File: config.mk
export PLATFORM = sky130hd
export DESIGN_NAME = led_pattern_scheduler
export DESIGN_NICKNAME = d
export VERILOG_FILES = /design/src/rtl/led_pattern_scheduler.sv
export SDC_FILE = /design/constraint.sdc
export NUM_CORES = 1
export LEC_CHECK = 0
export CAP_MARGIN = 30
export CORE_MARGIN = 2
export CORE_UTILIZATION = 43
export DETAILED_ROUTE_END_ITERATION = 12
export GPL_ROUTABILITY_DRIVEN = 0
export SYNTH_ARGS = -nofsm -noshare
export SYNTH_HDL_FRONTEND = slang
export SYNTH_SLANG_ARGS = --single-unit
File: constraint.sdc
create_clock -name clk_10MHz -period 4.3 [get_ports clk_10MHz]
set_input_delay 0.43 -clock clk_10MHz [delete_from_list [all_inputs] [get_ports clk_10MHz]]
set_output_delay 0.43 -clock clk_10MHz [all_outputs]
set_load 0.03 [all_outputs]
File: src/rtl/led_pattern_scheduler.sv
// Playlist scheduler: steps through a table of {pattern, clk_sel, dwell} entries and drives the LED sequencer.
// Latency: start/stop take effect on the next edge; each entry is shown for max(dwell,1)*TICK_DIV cycles.
// Backpressure: table writes are accepted only while idle (wr_ready low during playback, request held off).
module led_pattern_scheduler #(
    parameter int DEPTH    = 8,
    parameter int TICK_DIV = 1000000,
    parameter int DWELL_W  = 8,
    localparam int AW      = $clog2(DEPTH),
    localparam int PW      = $clog2(TICK_DIV)
) (
    input  logic               clk_10MHz,
    input  logic               rst,
    input  logic               start,
    input  logic               stop,
    input  logic [AW:0]        num_entries,
    input  logic               wr_valid,
    output logic               wr_ready,
    input  logic [AW-1:0]      wr_addr,
    input  logic [4:0]         wr_pattern,
    input  logic [1:0]         wr_clk_sel,
    input  logic [DWELL_W-1:0] wr_dwell,
    output logic [4:0]         pattern_sel,
    output logic [1:0]         clk_selector,
    output logic [AW-1:0]      cur_index,
    output logic               running,
    output logic               step_pulse
);

    localparam logic [0:0] S_IDLE = 1'b0;
    localparam logic [0:0] S_RUN  = 1'b1;

    // Playlist table, one register set per entry so reset can clear it.
    logic [4:0]         r_tab_pat [DEPTH];
    logic [1:0]         r_tab_cs  [DEPTH];
    logic [DWELL_W-1:0] r_tab_dw  [DEPTH];

    logic [0:0]         r_state;
    logic [AW:0]        r_len;
    logic [AW-1:0]      r_idx;
    logic [4:0]         r_pat;
    logic [1:0]         r_cs;
    logic [DWELL_W-1:0] r_dwell;
    logic [PW-1:0]      r_presc;
    logic               r_step;

    logic               w_wr_fire;
    logic [AW:0]        w_len_in;
    logic               w_start_ok;
    logic               w_tick;
    logic [AW-1:0]      w_next;

    // A dwell of zero is treated as one tick so every entry is visible.
    function automatic logic [DWELL_W-1:0] f_dwell(input logic [DWELL_W-1:0] d);
        return (d == '0) ? DWELL_W'(1) : d;
    endfunction

    assign w_wr_fire  = wr_valid && (r_state == S_IDLE);
    assign w_len_in   = (num_entries > (AW+1)'(DEPTH)) ? (AW+1)'(DEPTH) : num_entries;
    // A start colliding with an accepted write is dropped so the write lands cleanly.
    assign w_start_ok = start && (w_len_in != '0) && !w_wr_fire;
    assign w_tick     = (r_state == S_RUN) && (r_presc == PW'(TICK_DIV - 1));
    // Wrap by comparing against the latched length, not by DEPTH modulo.
    assign w_next     = ({1'b0, r_idx} == (r_len - (AW+1)'(1))) ? '0 : AW'(r_idx + 1'b1);

    assign wr_ready     = (r_state == S_IDLE);
    assign running      = (r_state == S_RUN);
    assign pattern_sel  = r_pat;
    assign clk_selector = r_cs;
    assign cur_index    = r_idx;
    assign step_pulse   = r_step;

    // Table storage: cleared on reset, written only when the handshake completes in IDLE.
    always_ff @(posedge clk_10MHz) begin
        if (rst) begin
            for (int i = 0; i < DEPTH; i++) begin
                r_tab_pat[i] <= '0;
                r_tab_cs[i]  <= '0;
                r_tab_dw[i]  <= '0;
            end
        end else if (w_wr_fire) begin
            r_tab_pat[wr_addr] <= wr_pattern;
            r_tab_cs[wr_addr]  <= wr_clk_sel;
            r_tab_dw[wr_addr]  <= wr_dwell;
        end
    end

    // Playback FSM: stop beats start, start beats tick; tick decrements dwell or advances the entry.
    always_ff @(posedge clk_10MHz) begin
        if (rst) begin
            r_state <= S_IDLE;
            r_len   <= '0;
            r_idx   <= '0;
            r_pat   <= '0;
            r_cs    <= '0;
            r_dwell <= '0;
            r_presc <= '0;
            r_step  <= 1'b0;
        end else begin
            r_step <= 1'b0;
            if (stop) begin
                r_state <= S_IDLE;
                r_idx   <= '0;
                r_pat   <= '0;
                r_cs    <= '0;
                r_dwell <= '0;
                r_presc <= '0;
            end else if (w_start_ok) begin
                r_state <= S_RUN;
                r_len   <= w_len_in;
                r_idx   <= '0;
                r_pat   <= r_tab_pat[0];
                r_cs    <= r_tab_cs[0];
                r_dwell <= f_dwell(r_tab_dw[0]);
                r_presc <= '0;
            end else if (r_state == S_RUN) begin
                if (w_tick) begin
                    r_presc <= '0;
                    if (r_dwell > DWELL_W'(1)) begin
                        r_dwell <= r_dwell - DWELL_W'(1);
                    end else begin
                        r_idx   <= w_next;
                        r_pat   <= r_tab_pat[w_next];
                        r_cs    <= r_tab_cs[w_next];
                        r_dwell <= f_dwell(r_tab_dw[w_next]);
                        r_step  <= 1'b1;
                    end
                end else begin
                    r_presc <= r_presc + PW'(1);
                end
            end
        end
    end

endmodule

==> reports/results.ini <==
[run_status]
status=finished, final reports clean

[placed_design]
dpl_worst_slack_ns=1.100
numPortBuffers=39
post-dp-hpwl_um=14180

[routing]
top_layer=met4
wl_per_cell_um=19.26
vias=5926
viasPerCell=5.660
drc_errors=0
met2_wirelength_um=9370
wl_met1_um=9574
route.met3.wl_um=935
firstDrtPassIters=5
postRouteAntennaNets=0
drtIter0Drc=574
drt-total-wl_um=20160

[global_route]
antenna_found_initial=0
overflow=0
grt_max_degree=37
grt_usage=0.2097
grt_pass1_wl_um=32310
grt_pass1_vias=5881

[sta]
drv_slew=0
setup_ws_ns=1.125
hold_viol_final=0
fmax_mhz=315.0
tightest_slew_ns=1.015
setup_viol=0
fin_skew_ns=0.01422
fin_crit_ns=3.175
tns_ns=0
rsz0062_at_grt=no
slew_headroom=0.3233
whs_ns=0.4789
fin_crit_sh=0.7383

[worst_setup_path]
cp-end-kind=flop
r2r_start=r_len[0]$_SDFFE_PP0P_
crit_start=r_len[0]$_SDFFE_PP0P_
crit_fanout=17
crit_arrival_ns=3.48
critPathRequiredTime_ns=4.61
r2r_cells=11
r2r_setup_slack_ns=1.13
critPathKind=flop to flop
rr_endpoint=r_dwell[5]$_SDFFE_PP0P_
cp-start-kind=flop
crit_path_end=r_dwell[5]$_SDFFE_PP0P_

[floorplan]
die_w_um=141.8
initial_utilization=0.4382
die_area_um2=20120
num_rows=50
coreArea_um2=18640
die-height_um=141.8
io_pins=40

[yosys]
synthMuxAreaShare=0.04335
yosys_warnings=0
synthArstFlopShare=0
synth_area_um2=8169
synthXorXnorAreaFrac=0.02941
synthAdderAreaFrac=0.007658
yosysTopAreaCell=edfxtp_1
ys_seq_area_frac=0.5489
synth_edf_count=120
synthFlopType=edfxtp_1
synth_top_family_by_area=simple AND/OR/NAND/NOR gates
syn_avg_cell_area_um2=10.68
ys_types=72
yosys.area_share.simple=0.2328
synth_compound_area_frac=0.1077
syn-instance-count=765
netlist_top_cells_area=edfxtp_1 (44%), dfxtp_1 (11%), and2_1 (9.4%)
syn_nets=797
yosysTopAreaCellShare=0.4411
ys_ff_latch=164

[cells_and_area]
fillers=1684
drive_gt1_frac=0.09840
n_antenna_cell=0
final_common_cell=and2_1
final_nets=832
final_cell_mix=and2_1 (123), edfxtp_1 (120), nand2_1 (73)
area_delta_synth_final_pct=14.86

[clocking]
htree_levels=4
cts_made_buffers=17
clock-root-buffer=clkbuf_16
ctsHoldBuffers=0
cts_sinks=164
cts_resized=0
post_cts_buffers=0
cts.reportedPaths.clkPinSlew_ns=0.07
cts_tree=done
clkLatencyLatePin_ns=0.44
ctsLongestPathBuffers=2

[pwr]
p_per_area_nw_per_um2=373.0
ir_worst_vdd_uv=187.4
finalPower_uw=3500
total_leakage_power_uw=0.003330

[run]
maxCapViolCount=0

[min_path]
hold_class=flop to flop

-- state kept, by name, indices dropped and copies added (netlist names) --
register / cells
clk_selector: 2
r_dwell: 8
cur_index: 3
r_tab_dw: 64
r_presc: 20
r_len: 4
step_pulse: 1
r_tab_cs: 16
pattern_sel: 5
running: 1
r_tab_pat: 40
-- area by class of cell --
class / instances / area (µm²) / area share
Clock buffer: 17 / 425.4 / 0.04534
Clock inverter: 15 / 178.9 / 0.01907
Inverter: 12 / 45.04 / 0.004801
Multi-Input combinational cell: 550 / 3438 / 0.3664
Sequential cell: 164 / 4484 / 0.4779
Tap cell: 234 / 292.8 / 0.03120
Timing Repair Buffer: 55 / 518.0 / 0.05521
-- synth_stat cells, drive strengths merged, types with 5 or more instances --
cell type / n
a21oi: 27
a311o: 8
and2: 123
and3: 5
buf: 14
clkbuf: 25
dfxtp: 44
edfxtp: 120
ha: 5
inv: 12
mux2i: 32
nand2: 74
nand3: 24
nand4: 7
nor2: 61
nor3: 29
nor4: 5
o21ai: 31
o221a: 7
o22ai: 7
or2: 10
xnor2: 9
xor2: 15
-- through the flow --
step / std cells / area, µm² / utilization
2_1_floorplan: 765 / 8169 / -
3_3_place_gp: 1014 / 8763 / 0.4701
3_5_place_dp: 1015 / 8778 / 0.4709
4_1_cts: 1047 / 9383 / 0.5033
5_1_grt: 1047 / 9383 / 0.5033
6_report: 1047 / 9383 / 0.5033
-- critical path, cell delays in order, from the launching register on --
cell and delay (ns):
dfxtp_1 0.47, inv_1 0.07, ha_1 0.34, xnor2_1 0.25, o31a_1 0.20, a21o_1 0.54
buf_8 0.25, mux2i_1 0.23, mux2i_1 0.10, mux2_2 0.27, a211oi_1 0.21, o21ai_0 0.11
-- cells by family after synthesis --
logic type               after synthesis
AND/OR/NAND/NOR                      361
flip-flops                           164
AO/OA/AOI/OAI                        124
buffers and inverters                 51
multiplexers                          35
XOR/XNOR                              25
adder cells (fa/ha/maj)                5
-- routing by layer --
| layer | track usage | vias to the layer above |
|---|---|---|
| met1 | 0.2928 | 2888 |
| met2 | 0.3367 | 173 |
| met3 | 0.04016 | 25 |
| met4 | 0.05684 | 0 |
| li1 | - | 2840 |
| met5 | 0 | - |
-- worst min-delay path by stage --
stage	slack [ns]	depth (start not counted)	start	to
final	0.48	2	r_dwell[5]$_SDFFE_PP0P_	r_dwell[5]$_SDFFE_PP0P_
after global routing	0.53	2	r_dwell[5]$_SDFFE_PP0P_	r_dwell[5]$_SDFFE_PP0P_
after CTS	0.47	2	r_dwell[5]$_SDFFE_PP0P_	r_dwell[5]$_SDFFE_PP0P_
after detailed placement	0.46	2	r_dwell[5]$_SDFFE_PP0P_	r_dwell[5]$_SDFFE_PP0P_
after global placement	0.45	2	r_dwell[5]$_SDFFE_PP0P_	r_dwell[5]$_SDFFE_PP0P_
after floorplan	0.43	2	r_dwell[5]$_SDFFE_PP0P_	r_dwell[5]$_SDFFE_PP0P_
-- power by group --
| group | leakage (µW) | total (µW) | internal, µW | switching [µW] |
|---|---|---|---|---|
| Sequential | 0.00161 | 1770 | 1750 | 28.2 |
| Clock | 0.000288 | 1530 | 787 | 743 |
| Combinational | 0.00143 | 195 | 72.9 | 122 |
Power figures use the tool's default switching activity.
